==> src/rtl/apb_stream_master_pkg.sv <==
// Shared types and constants for the APB stream master and the transceiver's
// address decode.
package apb_stream_master_pkg;

    typedef enum logic [3:0] {
        IDLE,
        CFG_S,
        CFG_A,
        POLL_S,
        POLL_A,
        DECIDE,
        WR_S,
        WR_A,
        RD_S,
        RD_A
    } apbm_state_t;

    // Bit positions inside the transceiver flags register
    localparam int unsigned FL_TX_FULL     = 7;
    localparam int unsigned FL_TX_EMPTY    = 6;
    localparam int unsigned FL_TX_AL_FULL  = 5;
    localparam int unsigned FL_TX_AL_EMPTY = 4;
    localparam int unsigned FL_RX_FULL     = 3;
    localparam int unsigned FL_RX_EMPTY    = 2;
    localparam int unsigned FL_RX_AL_FULL  = 1;
    localparam int unsigned FL_RX_AL_EMPTY = 0;

    localparam logic [31:0] DEF_CTRL_ADDR = 32'h0000_0000;
    localparam logic [31:0] DEF_TX_ADDR   = 32'h0000_0004;
    localparam logic [31:0] DEF_RX_ADDR   = 32'h0000_0008;
    localparam logic [31:0] DEF_STAT_ADDR = 32'h0000_000C;

    // Both FIFOs empty: the assumed flags before the first poll
    localparam logic [7:0] STAT_RESET = 8'h44;

endpackage

==> src/rtl/apb_stream_master_if.sv <==
// APB initiator bus plus the sample source/sink handshakes of the stream master.
interface apb_stream_master_if;

    logic        penable;
    logic        pwrite;
    logic [31:0] paddr;
    logic [31:0] pwdata;
    logic [31:0] prdata;

    logic [31:0] tx_data;
    logic        tx_valid;
    logic        tx_ready;

    logic [31:0] rx_data;
    logic        rx_valid;
    logic        rx_ready;

    modport master (
        output penable, pwrite, paddr, pwdata, tx_ready, rx_data, rx_valid,
        input  prdata, tx_data, tx_valid, rx_ready
    );

    modport slave (
        input  penable, pwrite, paddr, pwdata, tx_ready, rx_data, rx_valid,
        output prdata, tx_data, tx_valid, rx_ready
    );

endinterface

==> src/rtl/apb_stream_master_xfer.sv <==
// Two-phase zero-wait-state APB transfer engine: a start pulse launches the
// setup phase on the next edge, the access phase follows one cycle later.
module apb_xfer (
    input  logic        pclk,
    input  logic        preset,
    input  logic        i_start,
    input  logic [31:0] i_addr,
    input  logic        i_write,
    input  logic [31:0] i_wdata,
    input  logic [31:0] i_prdata,
    output logic        o_penable,
    output logic        o_pwrite,
    output logic [31:0] o_paddr,
    output logic [31:0] o_pwdata,
    output logic        o_done,
    output logic [31:0] o_rdata
);

    logic        r_setup;
    logic        r_penable;
    logic        r_pwrite;
    logic [31:0] r_paddr;
    logic [31:0] r_pwdata;

    always_ff @(posedge pclk or negedge preset) begin
        if (!preset) begin
            r_setup   <= 1'b0;
            r_penable <= 1'b0;
            r_pwrite  <= 1'b0;
            r_paddr   <= '0;
            r_pwdata  <= '0;
        end else begin
            r_setup   <= i_start;
            r_penable <= r_setup;
            if (i_start) begin
                r_paddr  <= i_addr;
                r_pwrite <= i_write;
                // Reads leave the last write data on the bus
                if (i_write) begin
                    r_pwdata <= i_wdata;
                end
            end
        end
    end

    assign o_penable = r_penable;
    assign o_pwrite  = r_pwrite;
    assign o_paddr   = r_paddr;
    assign o_pwdata  = r_pwdata;
    assign o_done    = r_penable;
    assign o_rdata   = i_prdata;

endmodule

==> src/rtl/apb_stream_master.sv <==
// Sequencing FSM that configures the I2S transceiver, polls its flags and
// streams samples between the valid/ready ports and its FIFO registers.
module apb_stream_master
    import apb_stream_master_pkg::*;
#(
    parameter logic [31:0] CTRL_ADDR = DEF_CTRL_ADDR,
    parameter logic [31:0] TX_ADDR   = DEF_TX_ADDR,
    parameter logic [31:0] RX_ADDR   = DEF_RX_ADDR,
    parameter logic [31:0] STAT_ADDR = DEF_STAT_ADDR
) (
    input  logic                       pclk,
    input  logic                       preset,
    input  logic                       en,
    input  logic [14:0]                cfg_word,
    apb_stream_master_if.master        bus,
    output logic [7:0]                 stat,
    output logic                       busy
);

    apbm_state_t r_state;
    apbm_state_t w_next;

    logic [7:0]  r_stat;
    logic [31:0] r_rx_data;
    logic        r_rx_valid;

    logic        w_start;
    logic        w_write;
    logic [31:0] w_addr;
    logic [31:0] w_wdata;
    logic        w_tx_take;
    logic        w_done;
    logic [31:0] w_rdata;

    always_ff @(posedge pclk or negedge preset) begin
        if (!preset) begin
            r_state <= IDLE;
        end else begin
            r_state <= w_next;
        end
    end

    always_comb begin
        w_next    = r_state;
        w_tx_take = 1'b0;
        w_start   = 1'b0;
        w_write   = 1'b0;
        w_addr    = STAT_ADDR;
        w_wdata   = '0;

        unique case (r_state)
            IDLE:               if (en) w_next = CFG_S;
            CFG_S:              w_next = CFG_A;
            CFG_A, WR_A, RD_A:  w_next = POLL_S;
            POLL_S:             w_next = POLL_A;
            POLL_A:             w_next = DECIDE;
            DECIDE: begin
                if (!en) begin
                    w_next = IDLE;
                end else if (!r_stat[FL_RX_EMPTY] && !r_rx_valid) begin
                    w_next = RD_S;
                end else if (bus.tx_valid && !r_stat[FL_TX_FULL]) begin
                    w_next    = WR_S;
                    w_tx_take = 1'b1;
                end else begin
                    w_next = POLL_S;
                end
            end
            WR_S:               w_next = WR_A;
            RD_S:               w_next = RD_A;
            default:            w_next = IDLE;
        endcase

        // A transfer is launched on the edge that enters its setup state
        unique case (w_next)
            CFG_S: begin
                w_start = 1'b1;
                w_write = 1'b1;
                w_addr  = CTRL_ADDR;
                w_wdata = {17'b0, cfg_word};
            end
            POLL_S: begin
                w_start = 1'b1;
                w_addr  = STAT_ADDR;
            end
            WR_S: begin
                w_start = 1'b1;
                w_write = 1'b1;
                w_addr  = TX_ADDR;
                w_wdata = bus.tx_data;
            end
            RD_S: begin
                w_start = 1'b1;
                w_addr  = RX_ADDR;
            end
            default: ;
        endcase
    end

    always_ff @(posedge pclk or negedge preset) begin
        if (!preset) begin
            r_stat     <= STAT_RESET;
            r_rx_data  <= '0;
            r_rx_valid <= 1'b0;
        end else begin
            if (r_state == POLL_A && w_done) begin
                r_stat <= w_rdata[7:0];
            end
            if (r_state == RD_A && w_done) begin
                r_rx_data  <= w_rdata;
                r_rx_valid <= 1'b1;
            end else if (r_rx_valid && bus.rx_ready) begin
                r_rx_valid <= 1'b0;
            end
        end
    end

    apb_xfer u_xfer (
        .pclk      (pclk),
        .preset    (preset),
        .i_start   (w_start),
        .i_addr    (w_addr),
        .i_write   (w_write),
        .i_wdata   (w_wdata),
        .i_prdata  (bus.prdata),
        .o_penable (bus.penable),
        .o_pwrite  (bus.pwrite),
        .o_paddr   (bus.paddr),
        .o_pwdata  (bus.pwdata),
        .o_done    (w_done),
        .o_rdata   (w_rdata)
    );

    assign bus.tx_ready = w_tx_take;
    assign bus.rx_data  = r_rx_data;
    assign bus.rx_valid = r_rx_valid;
    assign stat         = r_stat;
    assign busy         = (r_state != IDLE);

endmodule

==> src/flat_wrapper.sv <==
// flat-port wrapper written by rule: the top's interface ports become plain ports
module apb_stream_master_flat import apb_stream_master_pkg::*;
#(
    parameter logic [31:0] CTRL_ADDR = DEF_CTRL_ADDR,
    parameter logic [31:0] TX_ADDR   = DEF_TX_ADDR,
    parameter logic [31:0] RX_ADDR   = DEF_RX_ADDR,
    parameter logic [31:0] STAT_ADDR = DEF_STAT_ADDR
)
  (pclk, preset, en, cfg_word, stat, busy, bus_penable, bus_pwrite, bus_paddr, bus_pwdata, bus_tx_ready, bus_rx_data, bus_rx_valid, bus_prdata, bus_tx_data, bus_tx_valid, bus_rx_ready);
  apb_stream_master_if bus_i ();
  input  logic pclk;
  input  logic preset;
  input  logic en;
  input  logic [14:0] cfg_word;
  output logic [7:0] stat;
  output logic busy;
  output wire logic [$bits(bus_i.penable)-1:0] bus_penable;
  output wire logic [$bits(bus_i.pwrite)-1:0] bus_pwrite;
  output wire logic [$bits(bus_i.paddr)-1:0] bus_paddr;
  output wire logic [$bits(bus_i.pwdata)-1:0] bus_pwdata;
  output wire logic [$bits(bus_i.tx_ready)-1:0] bus_tx_ready;
  output wire logic [$bits(bus_i.rx_data)-1:0] bus_rx_data;
  output wire logic [$bits(bus_i.rx_valid)-1:0] bus_rx_valid;
  input wire logic [$bits(bus_i.prdata)-1:0] bus_prdata;
  input wire logic [$bits(bus_i.tx_data)-1:0] bus_tx_data;
  input wire logic [$bits(bus_i.tx_valid)-1:0] bus_tx_valid;
  input wire logic [$bits(bus_i.rx_ready)-1:0] bus_rx_ready;
  assign bus_penable = bus_i.penable;
  assign bus_pwrite = bus_i.pwrite;
  assign bus_paddr = bus_i.paddr;
  assign bus_pwdata = bus_i.pwdata;
  assign bus_tx_ready = bus_i.tx_ready;
  assign bus_rx_data = bus_i.rx_data;
  assign bus_rx_valid = bus_i.rx_valid;
  assign bus_i.prdata = bus_prdata;
  assign bus_i.tx_data = bus_tx_data;
  assign bus_i.tx_valid = bus_tx_valid;
  assign bus_i.rx_ready = bus_rx_ready;
  apb_stream_master #(.CTRL_ADDR(CTRL_ADDR), .TX_ADDR(TX_ADDR), .RX_ADDR(RX_ADDR), .STAT_ADDR(STAT_ADDR)) u_core (.pclk(pclk), .preset(preset), .en(en), .cfg_word(cfg_word), .bus(bus_i), .stat(stat), .busy(busy));
endmodule
==> config.mk <==
export PLATFORM = sky130hd
export DESIGN_NAME = apb_stream_master_flat
export DESIGN_NICKNAME = d
export VERILOG_FILES = /design/src/rtl/apb_stream_master_pkg.sv /design/src/rtl/apb_stream_master_if.sv /design/src/rtl/apb_stream_master_xfer.sv /design/src/rtl/apb_stream_master.sv /design/src/flat_wrapper.sv
export SDC_FILE = /design/constraint.sdc
export NUM_CORES = 1
export LEC_CHECK = 0
export ABC_AREA = 0
export CAP_MARGIN = 0
export CELL_PAD_IN_SITES_DETAIL_PLACEMENT = 1
export CELL_PAD_IN_SITES_GLOBAL_PLACEMENT = 1
export CORE_MARGIN = 3
export CORE_UTILIZATION = 25
export DETAILED_ROUTE_END_ITERATION = 16
export PLACE_DENSITY_LB_ADDON = 0.1
export SLEW_MARGIN = 0
export SYNTH_ARGS = -nofsm -noshare
export SYNTH_HDL_FRONTEND = slang
export SYNTH_SLANG_ARGS = --single-unit
export TNS_END_PERCENT = 20
==> constraint.sdc <==
create_clock -name pclk -period 2.3 [get_ports pclk]
set_input_delay 0.69 -clock pclk [delete_from_list [all_inputs] [get_ports pclk]]
set_output_delay 0.69 -clock pclk [all_outputs]
set_load 0.05 [all_outputs]
After elaboration in Yosys (flattened, before gate mapping)
Cells that the tools add are included.
{"block": "totals", "ff_bits": 112, "output_inout_bits": 109, "wordCells": 52}
{"block": "op_classes", "n_eq_ne": 13, "muxes": 15, "reduce_logical": 15}
{"operator": "one-hot mux 32 bit (2 select lines)", "n": 1}
{"operator": "one-hot mux 4 bit (8 select lines)", "n": 1}
{"operator": "equality test 4 x 3 -> 1 bit (second input constant)", "n": 5}
{"operator": "equality test 4 x 2 -> 1 bit (second input constant)", "n": 3}
{"operator": "equality test 4 bit (second input constant)", "n": 3}
{"operator": "two-way mux 4 bit", "n": 3}
{"operator": "one-hot mux 4 bit (3 select lines)", "n": 1}
{"operator": "equality test 4 x 1 -> 1 bit (second input constant)", "n": 2}
{"operator": "two-way mux 1 bit", "n": 8}
{"operator": "logical AND 1 bit", "n": 5}
{"operator": "zero test 4 bit", "n": 1}
{"operator": "nonzero test 4 bit", "n": 1}
{"operator": "OR reduction 4 bit", "n": 1}
{"operator": "zero test 1 bit", "n": 3}
{"operator": "two-way mux 3 bit", "n": 1}
{"operator": "OR reduction 3 bit", "n": 1}
{"operator": "AND reduction 2 bit", "n": 1}
{"operator": "nonzero test 2 bit", "n": 1}
{"operator": "OR reduction 2 bit", "n": 1}

Longest topological paths before layout
{"block": "depth", "depth_word": 10, "depth_mapped": 7, "depth_no_buf": 4}

Modules after synthesis
From an unflattened synthesis, not the netlist that was laid out.
{"block": "unflattened", "hier_cells": 343, "area_unflattened_um2": 5133.7}
{"module": "apb_xfer", "instances": 1, "cells_each": 174, "area_per_inst_um2": 2830.2}
{"module": "apb_stream_master", "instances": 1, "cells_each": 169, "area_per_inst_um2": 2303.5}

Least setup slack after synthesis
No wires, ideal clock.
{"block": "synth_path", "path_type": "reg-to-output", "startpoint": "register u_core.r_stat[2], in the netlist u_core.stat[2]", "endpoint": "output port bus_tx_ready", "t_arrival_ps": 1614, "required_ps": 1610, "path_slack_ps": -4, "stages_incl_launch_ff": 6, "path_buffers": 2, "path_cell_list": "dfstp_2 > o21a_1 > buf_1 > nand3_2 > inv_2 > buf_2"}
{"block": "synth_via", "elab_chain_cells": 5}
{"item": "start, declared", "line": "apb_stream_master.sv:23", "source": "logic [7:0] r_stat;"}
{"item": "start signal, assigned", "line": "apb_stream_master.sv:107", "source": "r_stat <= w_rdata[7:0];"}
{"item": "zero test 1 bit", "line": "apb_stream_master.sv:60", "source": "end else if (!r_stat[FL_RX_EMPTY] && !r_rx_valid) begin"}
{"item": "logical AND 1 bit", "line": "apb_stream_master.sv:60"}
{"item": "two-way mux 1 bit", "line": "apb_stream_master.sv:60"}
{"item": "two-way mux 1 bit", "line": "apb_stream_master.sv:58", "source": "if (!en) begin"}
{"item": "two-way mux 1 bit", "line": "apb_stream_master.sv:51", "source": "unique case (r_state)"}
{"item": "end, declared", "line": "flat_wrapper.sv:21", "source": "output wire logic [$bits(bus_i.tx_ready)-1:0] bus_tx_ready;"}
No other way between the ends.

Final worst setup path
{"block": "layout_path", "startpoint": "register u_core.u_xfer.r_pwdata[4], in the netlist u_core.u_xfer.o_pwdata[4]", "endpoint": "output port bus_pwdata[4]"}
{"item": "start, declared", "line": "apb_stream_master_xfer.sv:23", "source": "logic [31:0] r_pwdata;"}
{"item": "start signal, assigned", "line": "apb_stream_master_xfer.sv:40", "source": "r_pwdata <= i_wdata;"}
{"item": "end, declared", "line": "flat_wrapper.sv:20", "source": "output wire logic [$bits(bus_i.pwdata)-1:0] bus_pwdata;"}
No word-level cell between the ends.

==> results.yml <==
status:
  status: "finished, final reports clean"
synthesis:
  synth_most_common_cell: "dfrtp_1"
  ys_seq_area_share_pct: 52.59
  async_flop_share_pct: 100.0
  yosysTopAreaCell: "dfrtp_1"
  yosysWarnings: 0
  synth_top_cell_area_share_pct: 51.25
  synth_ff_type: "dfrtp_1"
  synth.avg_cell_area_um2: 11.84
  synth_cell_type_count: 36
  syn_inst: 330
  yosys-top-cells-count: "80 x dfrtp_1, 37 x inv_1, 33 x nand4_1"
  yosys_register_bits: 82
  synth_area_leaders: "dfrtp_1 51%, mux2_4 11%, buf_4 6.0%"
  synth_edf_count: 0
  synth.cell_area_um2: 3906
grt:
  grt_pass1_vias: 3452
  grt_start_max_net_pins: 83
  grt_use_total_pct: 14.16
  grt_pass1_wl_um: 18860
  antenna_found_initial: 1
  overflow: 0
drt:
  avgRoutedWirePerCell_um: 17.21
  finalWirelength_um: 12220
  drt-pass1-iter-count: 4
  viasPerCell: 4.427
  vias: 3143
  antenna_left: 0
  drc: 0
  drtIter0Drc: 106
power_and_ir_drop:
  p_per_area_nw_per_um2: 1455
  ir_drop_mv: 0.6139
  power_w: 0.008818
  p_leak_nw: 2.614
placed_design:
  dp_slack_ns: -0.08867
  dp.cells: 687
  numPortBuffers: 162
  place_congestion: 0.6893
  dp_hpwl_um: 8160
sta:
  tns_ns: 0
  fin_crit_ns: 2.226
  max-slew-margin-rel_pct: 62.56
  hold_viol: 0
  setup_viol: 0
  fin_ws_ns: 0.07428
  hold_ws_ns: 0.3420
  worst_pin_slew_ns: 0.5599
  fin_crit_sh_pct: 96.77
  fin_skew_ns: 0.005506
  fmax_mhz: 449.3
  drv_slew: 0
worst_setup_path:
  crit_arrival_ns: 1.54
  worstSetupPathType: "reg -> out"
  worst-path-stages: 1
  crit_path_max_fanout: 2
  setup.worst_path.end: "bus_pwdata[4]"
  ff2ff_setup_slack_ns: 0.41
  reg2reg_to: "u_core.u_xfer.o_pwdata[7]"
  start_kind: "flip-flop"
  critPathTopFamily: "buffers and inverters"
  cp_data_required_time_ns: 1.61
  cp_slowest_cell: "clkdlybuf4s50_1"
  critPathLaunch: "u_core.u_xfer.o_pwdata[4]"
  critPathBufInv: 1
  critical-path-max-stage-delay_ns: 0.85
  timing.rr.start: "u_core.r_state[2]"
  cp-end-kind: "output port"
  r2r_cells: 6
  worstPathCellList: "clkdlybuf4s50_1"
floorplanning:
  initial_core_util_pct: 25.60
  io_pins: 193
  die_h_um: 131
  die_w_um: 131
  core_um2: 15260
  core.rowCount: 45
  die-area_um2: 17160
clock_network:
  cts_tree: "yes"
  clkTransAtPathRegs_ns: 0.06
  cts_sinks: 82
  cts_buffer_depth: 2
  cts_made_buffers: 9
  clk-insertion-delay-late_ns: 0.33
  ctsHtreeMaxLevel: 3
  cts-root-buf: "clkbuf_16"
cells_and_area:
  layout.nets: 577
  fillerInstances: 1681
  regArea_um2: 2058
  finalNonFillerCells: 710
  layout-drive-gt1-share_pct: 19.28
  area_growth_syn_to_layout_pct: 55.12
  multiInputGateArea_um2: 1460
run:
  cap_violations: 0
hold_path:
  hp-class: "in -> async"
==> timing repair <==
item / CTS / global route
setup buffers: 3 / 3
hold buffers: 0 / 0
endpoints found under the setup margin: 1 / 2
resized for setup: 5 / 2
pin swaps: 1 / 1
==> power by group <==
part	internal, W	switching, W	leakage [nW]
Combinational	0.00169	0.00301	1.45
Sequential	0.00204	0.000391	0.994
Clock	0.00109	0.000585	0.167
==> flip-flops by register name, summed over array words and instances, names as in the netlist <==
signal	flops
u_core.u_xfer.o_done	1
u_core.u_xfer.o_pwrite	1
u_core.u_xfer.r_setup	1
u_core.r_state	4
u_core.u_xfer.o_pwdata	32
u_core.bus.rx_data	32
u_core.bus.rx_valid	1
u_core.u_xfer.o_paddr	2
u_core.stat	8
==> worst reg2reg max path: cells and delay by family (launching register included) <==
kind	cells	cell delay (ns)
AOI/OAI and AO/OA	1	0.16
buffers and inverters	3	0.67
DFF	1	0.46
and+or+nand+nor	2	0.47
==> cell type report <==
cell class / count / area share, %
clock inverters: 4 / 1.631
diodes: 1 / 0.04130
inverters: 38 / 2.354
clock buffers: 12 / 4.068
flip-flops and latches: 82 / 33.97
multi-input cells: 181 / 24.10
repair buffers: 181 / 29.49
well taps: 211 / 4.357
==> cells by family after synthesis <==
| kind of cell | count (synthesis) | synth area share [%] |
|---|---|---|
| flops | 82 | 52.59 |
| buf+inv | 96 | 13.39 |
| simple gates | 65 | 10.15 |
| other cells | 1 | 0.09600 |
| compound gates | 46 | 9.449 |
| mux | 40 | 14.32 |
==> layout by cell type, fill, tap and decap left out, drive strengths merged, types with 2 or more instances in the layout <==
master,netlist,routed
buf,49,30
bufinv,0,3
clkbuf,9,12
clkdlybuf4s50,0,148
conb,1,30
dfrtp,80,80
dfstp,2,2
dlygate4sd2,0,2
inv,38,38
mux2,40,40
nand2,2,2
nand3,17,17
nand4,33,33
nor2,5,5
nor2b,3,3
o211a,2,2
o21a,2,2
o21ai,3,3
o311ai,15,15
o31ai,17,17
o41ai,2,2
==> per-stage QoR <==
stage / utilization (%) / instance area [um2]
finish: 39.71 / 6060
global route: 39.70 / 6057
detailed placement: 37.08 / 5658
floorplan: - / 4018
CTS: 39.52 / 6031
global placement: 37.08 / 5658
==> worst min-delay path by stage <==
stage                     startpoint                          to  slack, ns  cells after the start
4_1_cts        u_core.u_xfer.r_setup        u_core.u_xfer.o_done       0.35                      0
6_report                      preset  u_core.u_xfer.o_pwdata[27]       0.34                      2
2_1_floorplan  u_core.u_xfer.r_setup        u_core.u_xfer.o_done       0.33                      0
5_1_grt        u_core.u_xfer.r_setup        u_core.u_xfer.o_done       0.37                      0
3_5_place_dp   u_core.u_xfer.r_setup        u_core.u_xfer.o_done       0.35                      0
3_3_place_gp   u_core.u_xfer.r_setup        u_core.u_xfer.o_done       0.34                      0
==> per-layer routing <==
layer  wire (um)  track usage [%]
met1        5206            17.86
met3        1261            6.138
met5           0                0
met2        5653            22.25
met4          99            3.811
Power figures use the tool's default switching activity.
